## src/rtl/vga_timing_gen_if.sv

```systemverilog
// Raster timing bundle: pixel strobe, counters, syncs and frame markers.
// Driven by the timing generator (master) and read by pixel pipelines (slave).
interface vga_timing_gen_if;
    logic       pix_tick;
    logic [9:0] pixel_x;
    logic [9:0] pixel_y;
    logic       hsync;
    logic       vsync;
    logic       in_display;
    logic       line_start;
    logic       frame_start;

    modport master (
        output pix_tick, pixel_x, pixel_y, hsync, vsync,
               in_display, line_start, frame_start
    );

    modport slave (
        input  pix_tick, pixel_x, pixel_y, hsync, vsync,
               in_display, line_start, frame_start
    );
endinterface

```

## src/rtl/vga_timing_gen.sv

```systemverilog
// VGA raster timing: half-rate pixel strobe, x/y counters, registered syncs and markers.
// Flags align with counters (zero relative latency); free-running, no backpressure.
module vga_timing_gen #(
    parameter int H_ACTIVE = 640,
    parameter int H_FP     = 16,
    parameter int H_SYNC   = 96,
    parameter int H_BP     = 48,
    parameter int V_ACTIVE = 480,
    parameter int V_FP     = 10,
    parameter int V_SYNC   = 2,
    parameter int V_BP     = 33
) (
    input  logic               clock_50MHz,
    input  logic               reset_n,
    vga_timing_gen_if.master   vga
);

    localparam int H_TOTAL = H_ACTIVE + H_FP + H_SYNC + H_BP;
    localparam int V_TOTAL = V_ACTIVE + V_FP + V_SYNC + V_BP;

    localparam logic [9:0] X_LAST = 10'(H_TOTAL - 1);
    localparam logic [9:0] Y_LAST = 10'(V_TOTAL - 1);
    localparam logic [9:0] X_ACT  = 10'(H_ACTIVE);
    localparam logic [9:0] Y_ACT  = 10'(V_ACTIVE);
    localparam logic [9:0] HS_BEG = 10'(H_ACTIVE + H_FP);
    localparam logic [9:0] HS_END = 10'(H_ACTIVE + H_FP + H_SYNC);
    localparam logic [9:0] VS_BEG = 10'(V_ACTIVE + V_FP);
    localparam logic [9:0] VS_END = 10'(V_ACTIVE + V_FP + V_SYNC);

    logic       r_toggle;
    logic [9:0] r_x;
    logic [9:0] r_y;
    logic       r_hsync;
    logic       r_vsync;
    logic       r_in_display;
    logic       r_line_start;
    logic       r_frame_start;

    logic       w_x_wrap;
    logic [9:0] w_x_nxt;
    logic [9:0] w_y_nxt;
    logic       w_hsync_nxt;
    logic       w_vsync_nxt;
    logic       w_disp_nxt;

    always_ff @(posedge clock_50MHz or negedge reset_n) begin
        if (!reset_n) begin
            r_toggle <= 1'b0;
        end else begin
            r_toggle <= ~r_toggle;
        end
    end

    // Using >= rather than == makes any out-of-range value wrap on the next tick.
    always_comb begin
        w_x_wrap    = 1'b0;
        w_x_nxt     = r_x;
        w_y_nxt     = r_y;
        w_hsync_nxt = 1'b1;
        w_vsync_nxt = 1'b1;
        w_disp_nxt  = 1'b0;

        w_x_wrap = (r_x >= X_LAST);
        w_x_nxt  = w_x_wrap ? 10'd0 : r_x + 10'd1;

        if (r_y > Y_LAST) begin
            w_y_nxt = 10'd0;
        end else if (w_x_wrap) begin
            w_y_nxt = (r_y == Y_LAST) ? 10'd0 : r_y + 10'd1;
        end

        w_hsync_nxt = ~((w_x_nxt >= HS_BEG) && (w_x_nxt < HS_END));
        w_vsync_nxt = ~((w_y_nxt >= VS_BEG) && (w_y_nxt < VS_END));
        w_disp_nxt  = (w_x_nxt < X_ACT) && (w_y_nxt < Y_ACT);
    end

    // Flags decode the next-state counters so they land in the same cycle as x/y.
    always_ff @(posedge clock_50MHz or negedge reset_n) begin
        if (!reset_n) begin
            r_x           <= X_LAST;
            r_y           <= Y_LAST;
            r_hsync       <= 1'b1;
            r_vsync       <= 1'b1;
            r_in_display  <= 1'b0;
            r_line_start  <= 1'b0;
            r_frame_start <= 1'b0;
        end else begin
            r_line_start  <= 1'b0;
            r_frame_start <= 1'b0;
            if (r_toggle) begin
                r_x           <= w_x_nxt;
                r_y           <= w_y_nxt;
                r_hsync       <= w_hsync_nxt;
                r_vsync       <= w_vsync_nxt;
                r_in_display  <= w_disp_nxt;
                r_line_start  <= (w_x_nxt == 10'd0);
                r_frame_start <= (w_x_nxt == 10'd0) && (w_y_nxt == 10'd0);
            end
        end
    end

    assign vga.pix_tick    = r_toggle;
    assign vga.pixel_x     = r_x;
    assign vga.pixel_y     = r_y;
    assign vga.hsync       = r_hsync;
    assign vga.vsync       = r_vsync;
    assign vga.in_display  = r_in_display;
    assign vga.line_start  = r_line_start;
    assign vga.frame_start = r_frame_start;

endmodule

```

## src/flat_wrapper.sv

```systemverilog
// flat-port wrapper written by rule: the top's interface ports become plain ports
module vga_timing_gen_flat 
#(
    parameter int H_ACTIVE = 640,
    parameter int H_FP     = 16,
    parameter int H_SYNC   = 96,
    parameter int H_BP     = 48,
    parameter int V_ACTIVE = 480,
    parameter int V_FP     = 10,
    parameter int V_SYNC   = 2,
    parameter int V_BP     = 33
)
  (clock_50MHz, reset_n, vga_pix_tick, vga_pixel_x, vga_pixel_y, vga_hsync, vga_vsync, vga_in_display, vga_line_start, vga_frame_start);
  vga_timing_gen_if vga_i ();
  input  logic clock_50MHz;
  input  logic reset_n;
  output wire logic [$bits(vga_i.pix_tick)-1:0] vga_pix_tick;
  output wire logic [$bits(vga_i.pixel_x)-1:0] vga_pixel_x;
  output wire logic [$bits(vga_i.pixel_y)-1:0] vga_pixel_y;
  output wire logic [$bits(vga_i.hsync)-1:0] vga_hsync;
  output wire logic [$bits(vga_i.vsync)-1:0] vga_vsync;
  output wire logic [$bits(vga_i.in_display)-1:0] vga_in_display;
  output wire logic [$bits(vga_i.line_start)-1:0] vga_line_start;
  output wire logic [$bits(vga_i.frame_start)-1:0] vga_frame_start;
  assign vga_pix_tick = vga_i.pix_tick;
  assign vga_pixel_x = vga_i.pixel_x;
  assign vga_pixel_y = vga_i.pixel_y;
  assign vga_hsync = vga_i.hsync;
  assign vga_vsync = vga_i.vsync;
  assign vga_in_display = vga_i.in_display;
  assign vga_line_start = vga_i.line_start;
  assign vga_frame_start = vga_i.frame_start;
  vga_timing_gen #(.H_ACTIVE(H_ACTIVE), .H_FP(H_FP), .H_SYNC(H_SYNC), .H_BP(H_BP), .V_ACTIVE(V_ACTIVE), .V_FP(V_FP), .V_SYNC(V_SYNC), .V_BP(V_BP)) u_core (.clock_50MHz(clock_50MHz), .reset_n(reset_n), .vga(vga_i));
endmodule
```

## config.mk

```make
export PLATFORM = sky130hd
export DESIGN_NAME = vga_timing_gen_flat
export DESIGN_NICKNAME = d
export VERILOG_FILES = /design/src/rtl/vga_timing_gen_if.sv /design/src/rtl/vga_timing_gen.sv /design/src/flat_wrapper.sv
export SDC_FILE = /design/constraint.sdc
export NUM_CORES = 1
export LEC_CHECK = 0
export ABC_AREA = 1
export CAP_MARGIN = 0
export CORE_UTILIZATION = 45
export CTS_CLUSTER_SIZE = 24
export DETAILED_ROUTE_END_ITERATION = 7
export GPL_ROUTABILITY_DRIVEN = 0
export PLACE_DENSITY_LB_ADDON = 0.2
export SLEW_MARGIN = 15
export SYNTH_ARGS = -nofsm -noshare
export SYNTH_HDL_FRONTEND = slang
export SYNTH_SLANG_ARGS = --single-unit
```

## constraint.sdc

```tcl
create_clock -name clock_50MHz -period 2.2 [get_ports clock_50MHz]
set_clock_uncertainty 0.2 [all_clocks]
set_input_delay 0.44 -clock clock_50MHz [delete_from_list [all_inputs] [get_ports clock_50MHz]]
set_output_delay 0.44 -clock clock_50MHz [all_outputs]
set_load 0.1 [all_outputs]
```

-- Word level (Yosys, flattened, before mapping)
Cells that the tools add are included.
- register bits: 26
- input port bits: 2
- output and inout bits: 26
- logic and storage cells: 34
- eq/ne operators: 1
- mux-type cells: 6
- add/sub/neg operators: 2
- reduce and logical (&&, ||, !) cells: 6
- bitwise gates (word level): 3
- magnitude comparators: 8
- operators by type and width (kind ; count):
    10-bit two-way mux ; 4
    10-bit by 1-bit adder with 10-bit output, second input constant ; 2
    10-bit greater-or-equal comparator, second input constant ; 2
    10-bit logical NOT ; 2
    10-bit less-than comparator, second input constant ; 2
    10-bit by 9-bit less-than comparator with 1-bit output, second input constant ; 2
    10-bit == test, second input constant ; 1
    10-bit by 9-bit greater-or-equal comparator with 1-bit output, second input constant ; 1
    10-bit > comparator, second input constant ; 1
    1-bit logical AND ; 4
    1-bit NOT ; 3
    1-bit two-way mux ; 2

-- Longest topological paths before layout
- word-level depth: 7
- gate-level depth with buffers: 14
- gate-level depth less buffers: 14

-- Least setup slack after synthesis
OpenSTA, ideal clock, no wires.
- path type: flip-flop to flip-flop
- from: reg u_core.r_y[0] (netlist: u_core.vga.pixel_y[0])
- to: reg u_core.r_in_display (netlist: u_core.vga.in_display)
- buffers on the path: 0
- setup slack: -372 ps
- required time: 1880 ps
- library setup time: 120 ps
- stages on the path, launching flop included: 15
- period minus slack after synthesis: 2572 ps
- data arrival time: 2252 ps
- cells stage by stage: dfrtp_1 > ha_1 > nand2_1 > nor2_1 > nand2_1 > nand2_1 > nand2_1 > nand2_1 > nand3_1 > inv_1 > nand2_1 > nor2_1 > inv_1 > nand2_1 > nand2_1
- word-level cells in the longest chain between the ends: 6
- elaborated cells on any way between the ends: 8
- those cells by class: 1 x add/sub; 2 x order compare; 1 x eq/ne; 3 x mux; 1 x reduce/logical
- RTL lines (what ; line ; RTL):
    from (decl) ; vga_timing_gen.sv:32 ; logic [9:0] r_y;
    from (signal assigned) ; vga_timing_gen.sv:92 ; r_y <= w_y_nxt;
    10-bit by 1-bit adder with 10-bit output or 10-bit == test (tied branches) ; vga_timing_gen.sv:69 ; w_y_nxt = (r_y == Y_LAST) ? 10'd0 : r_y + 10'd1;
    10-bit two-way mux ; vga_timing_gen.sv:69 ;
    10-bit two-way mux ; vga_timing_gen.sv:68 ; end else if (w_x_wrap) begin
    10-bit two-way mux * ; vga_timing_gen.sv:66 ; if (r_y > Y_LAST) begin
    10-bit by 9-bit less-than comparator with 1-bit output * ; vga_timing_gen.sv:74 ; w_disp_nxt = (w_x_nxt < X_ACT) && (w_y_nxt < Y_ACT);
    1-bit logical AND * ; vga_timing_gen.sv:74 ;
    to (signal assigned) ; vga_timing_gen.sv:95 ; r_in_display <= w_disp_nxt;
    to (decl) ; vga_timing_gen.sv:35 ; logic r_in_display;
Every way passes the cells marked *; elsewhere a longest branch is shown, timed or not.
A chain may end at the register's enable or synchronous reset.

-- Worst setup path after layout
- from: reg u_core.r_x[0] (netlist: u_core.vga.pixel_x[0])
- to: reg u_core.r_frame_start (netlist: u_core.vga.frame_start)
- word-level cells in the longest chain between the ends: 6
- elaborated cells on any way between the ends: 9
- those cells by class: 1 x add/sub; 1 x order compare; 4 x mux; 3 x reduce/logical
- RTL lines (what ; line ; RTL):
    from (decl) ; vga_timing_gen.sv:31 ; logic [9:0] r_x;
    from (signal assigned) ; vga_timing_gen.sv:91 ; r_x <= w_x_nxt;
    10-bit greater-or-equal comparator ; vga_timing_gen.sv:63 ; w_x_wrap = (r_x >= X_LAST);
    10-bit two-way mux ; vga_timing_gen.sv:68 ;
    10-bit two-way mux ; vga_timing_gen.sv:66 ;
    10-bit logical NOT ; vga_timing_gen.sv:97 ; r_frame_start <= (w_x_nxt == 10'd0) && (w_y_nxt == 10'd0);
    1-bit logical AND * ; vga_timing_gen.sv:97 ;
    1-bit two-way mux * ; vga_timing_gen.sv:90 ; if (r_toggle) begin
    to (signal assigned) ; vga_timing_gen.sv:97 ;
    to (decl) ; vga_timing_gen.sv:37 ; logic r_frame_start;
Marked as above.

==> run metrics <==
RSZ-0062 raised after global routing yes; Die X about 65 um; gr ovfl total 0; setup ws final 0.0317 ns; Synth cell types 26; area leader, netlist nand2_1; largest net degree at the start of global routing 27; worst-path maximum fanout 10; sequential cell area fraction in the yosys report a little under two fifths; yosys warns 0; post-route DRC violation count 0; Hold Crit Class reg2reg; Max Fclk 0.461 GHz; switching portion of total power 18.5%; # H-tree levels 1; top-count cell post-synth nand2_1; max-slew violations 0; via count 1862; Worst Path Required 2.21 ns; clock-pin slew on the worst setup and hold paths around 0.1 ns; crit path capture type flop; initial antenna violation count 0; NetSw 0.164 mW; hpwl dp between 3000 and 4000 um; Final Hold Vio Count 0; fillers 317; # setup viols final 0; worst vdd ir 0.301 mV; CTS Hold Buffers Added 0; die area approximately 0.0043 mm2; Least-Margin Pin Slew 0.439 ns; Worst setup SP type flop; CTS tree yes; Syn Inst Count roughly 270; Initial DRC Count 125; DRT Pass-1 Iters 4; DP Worst Slack a little under 0.02 ns; Via density 5.19; Post-synth EDFFs 0; first-pass GRT wire length 7980 um; #FFs+latches synth 26; commonest cells in the synthesized netlist nand2_1, inv_1, nand3_1, nor2_1, o21ai_0; Clock power frac 44.9%; Syn Nets 279; Routed Antenna Nets 0; num rows 22; asr flop ratio synth 100%; static leakage 1.21 nW; Avg Cell Area, Syn 6.56 um2; Flop pwr share 53.8%; total CTS buffers 3; CTS Sinks 26; PwrDens 343 mW/mm2; initial core utilization 48.0%; prevailing post-synth register cell dfrtp_1; P_int 0.724 mW; CTS root buffer clkbuf_8; area growth from synthesis to final layout 43.8%; relative slew slack about 71%; wire per inst between 10 and 15 um; largest cells by area after synthesis nand2_1, dfrtp_1, dfstp_2; antenna cells 0; share of cells above drive strength 1 28.0%; # Max-Cap Violations 0; vias in the first global route 1672; Setup CP Type reg2reg; Mapped Area 0.00180 mm2; total power 0.888 mW; Final #Nets 317; Core Area about 0.0037 mm2; share of the synthesized area in the top cell type a little under a quarter; Final Critical Period ~2.2 ns; Longest Clk Path Bufs 2; port bufs 27; IO Pins 28; Tcrit/Tclk final ~99%; clock latency on the worst-skew pair 0.27 ns; GRT Resource Usage Total 24.0%; Logic pwr share under 10%; Crit path arrival time 2.18 ns; final wirelength roughly 4700 um; Die Y 65.2 um; status finished, final reports clean
area by class of cell:
type                            count  area [um2]  share of cell area (%)
Tap cell                           48        60.1                    2.32
Inverter                           32         120                    4.64
Clock inverter                      1        30.0                    1.16
Clock buffer                        3        41.3                    1.60
Multi-Input combinational cell    210        1050                    40.4
Timing Repair Buffer               39         583                    22.5
Sequential cell                    26         706                    27.3
routing by layer:
| layer | routed length, um | GRT usage (%) |
|---|---|---|
| met1 | 2120 | 34.3 |
| met2 | 2260 | 37.9 |
| met3 | 308 | 3.82 |
| met4 | 52 | 5.71 |
| met5 | 0 | 0 |
layout by cell type, fill, tap and decap left out, types with 4 or more instances in the layout:
cell and count:
o21ai_0 23, dfstp_2 6, nand2_2 4, buf_4 15
nand3_2 6, nor2_1 23, inv_1 31, nand2_1 106
buf_12 23, dfrtp_1 4, dfrtp_2 8, nand3_1 22
dfstp_4 6
cells by family after synthesis:
group / Yosys count / synth area share, %
fa+ha+maj: 3 / 2.09
compound gates: 30 / 8.98
buf+inv: 38 / 8.77
flops: 26 / 37.0
simple gates: 176 / 42.7
xor+xnor: 1 / 0.487
repair_timing:
action | 4_1_cts | 5_1_grt
endpoints found under the hold margin | 0 | 0
setup buffers | 0 | 3
resized for setup | 0 | 11
endpoints found under the setup margin | 0 | 5
state kept, by name (all words and copies together) (netlist names):
| name | cells |
|---|---|
| u_core.vga.pixel_x | 10 |
| u_core.vga.pix_tick | 1 |
| u_core.vga.pixel_y | 10 |
| u_core.vga.hsync | 1 |
| u_core.vga.in_display | 1 |
| u_core.vga.frame_start | 1 |
| u_core.vga.line_start | 1 |
| u_core.vga.vsync | 1 |
final timing paths:
kind / startpoint / endpoint / slack [ns] / cells after the start
worst max-delay path: u_core.vga.pixel_x[0] / u_core.vga.frame_start / 0.03 / 9
worst min-delay path: u_core.vga.vsync / u_core.vga.vsync / 0.29 / 2
worst max register to register: u_core.vga.pixel_x[0] / u_core.vga.frame_start / 0.03 / 9
worst min register to register: u_core.vga.vsync / u_core.vga.vsync / 0.29 / 2
max in group asynchronous: reset_n / u_core.vga.pixel_y[3] / 1.17 / 2
min in group asynchronous: reset_n / u_core.vga.pixel_x[6] / 0.33 / 2
stage by stage:
| stage | utilization [%] | area [um2] | cells | hold WS (ns) | setup TNS, ns |
|---|---|---|---|---|---|
| 5_1_grt | 69.1 | 2590 | 359 | 0.336 | -0.127 |
| 4_1_cts | 67.2 | 2520 | 356 | 0.297 | 0 |
| 3_3_place_gp | 65.3 | 2450 | 352 | 0.279 | 0 |
| 2_1_floorplan | - | 1860 | 274 | -0.0556 | 0 |
| 3_5_place_dp | 65.3 | 2450 | 352 | 0.269 | 0 |
| 6_report | 69.1 | 2590 | 359 | 0.293 | 0 |
worst max-delay path: stages (launching register included):
cell,delay [ns]
dfstp_4,0.66
ha_4,0.16
nand4_4,0.13
a21oi_4,0.32
nand2_1,0.10
o211ai_1,0.15
nand2_1,0.11
nor2_1,0.13
nand2_1,0.06
nor2_1,0.08
power groups by stage:
stage | registers, mW | logic [mW] | clock network, mW
detailed placement | 0.486 | 0.0125 | 0
global placement | 0.486 | 0.0125 | 0
finish | 0.478 | 0.0119 | 0.398
floorplan | 0.486 | 0.000000614 | 0
CTS | 0.478 | 0.0126 | 0.404
global route | 0.478 | 0.0138 | 0.421
(Power assumes the default switching activity.)
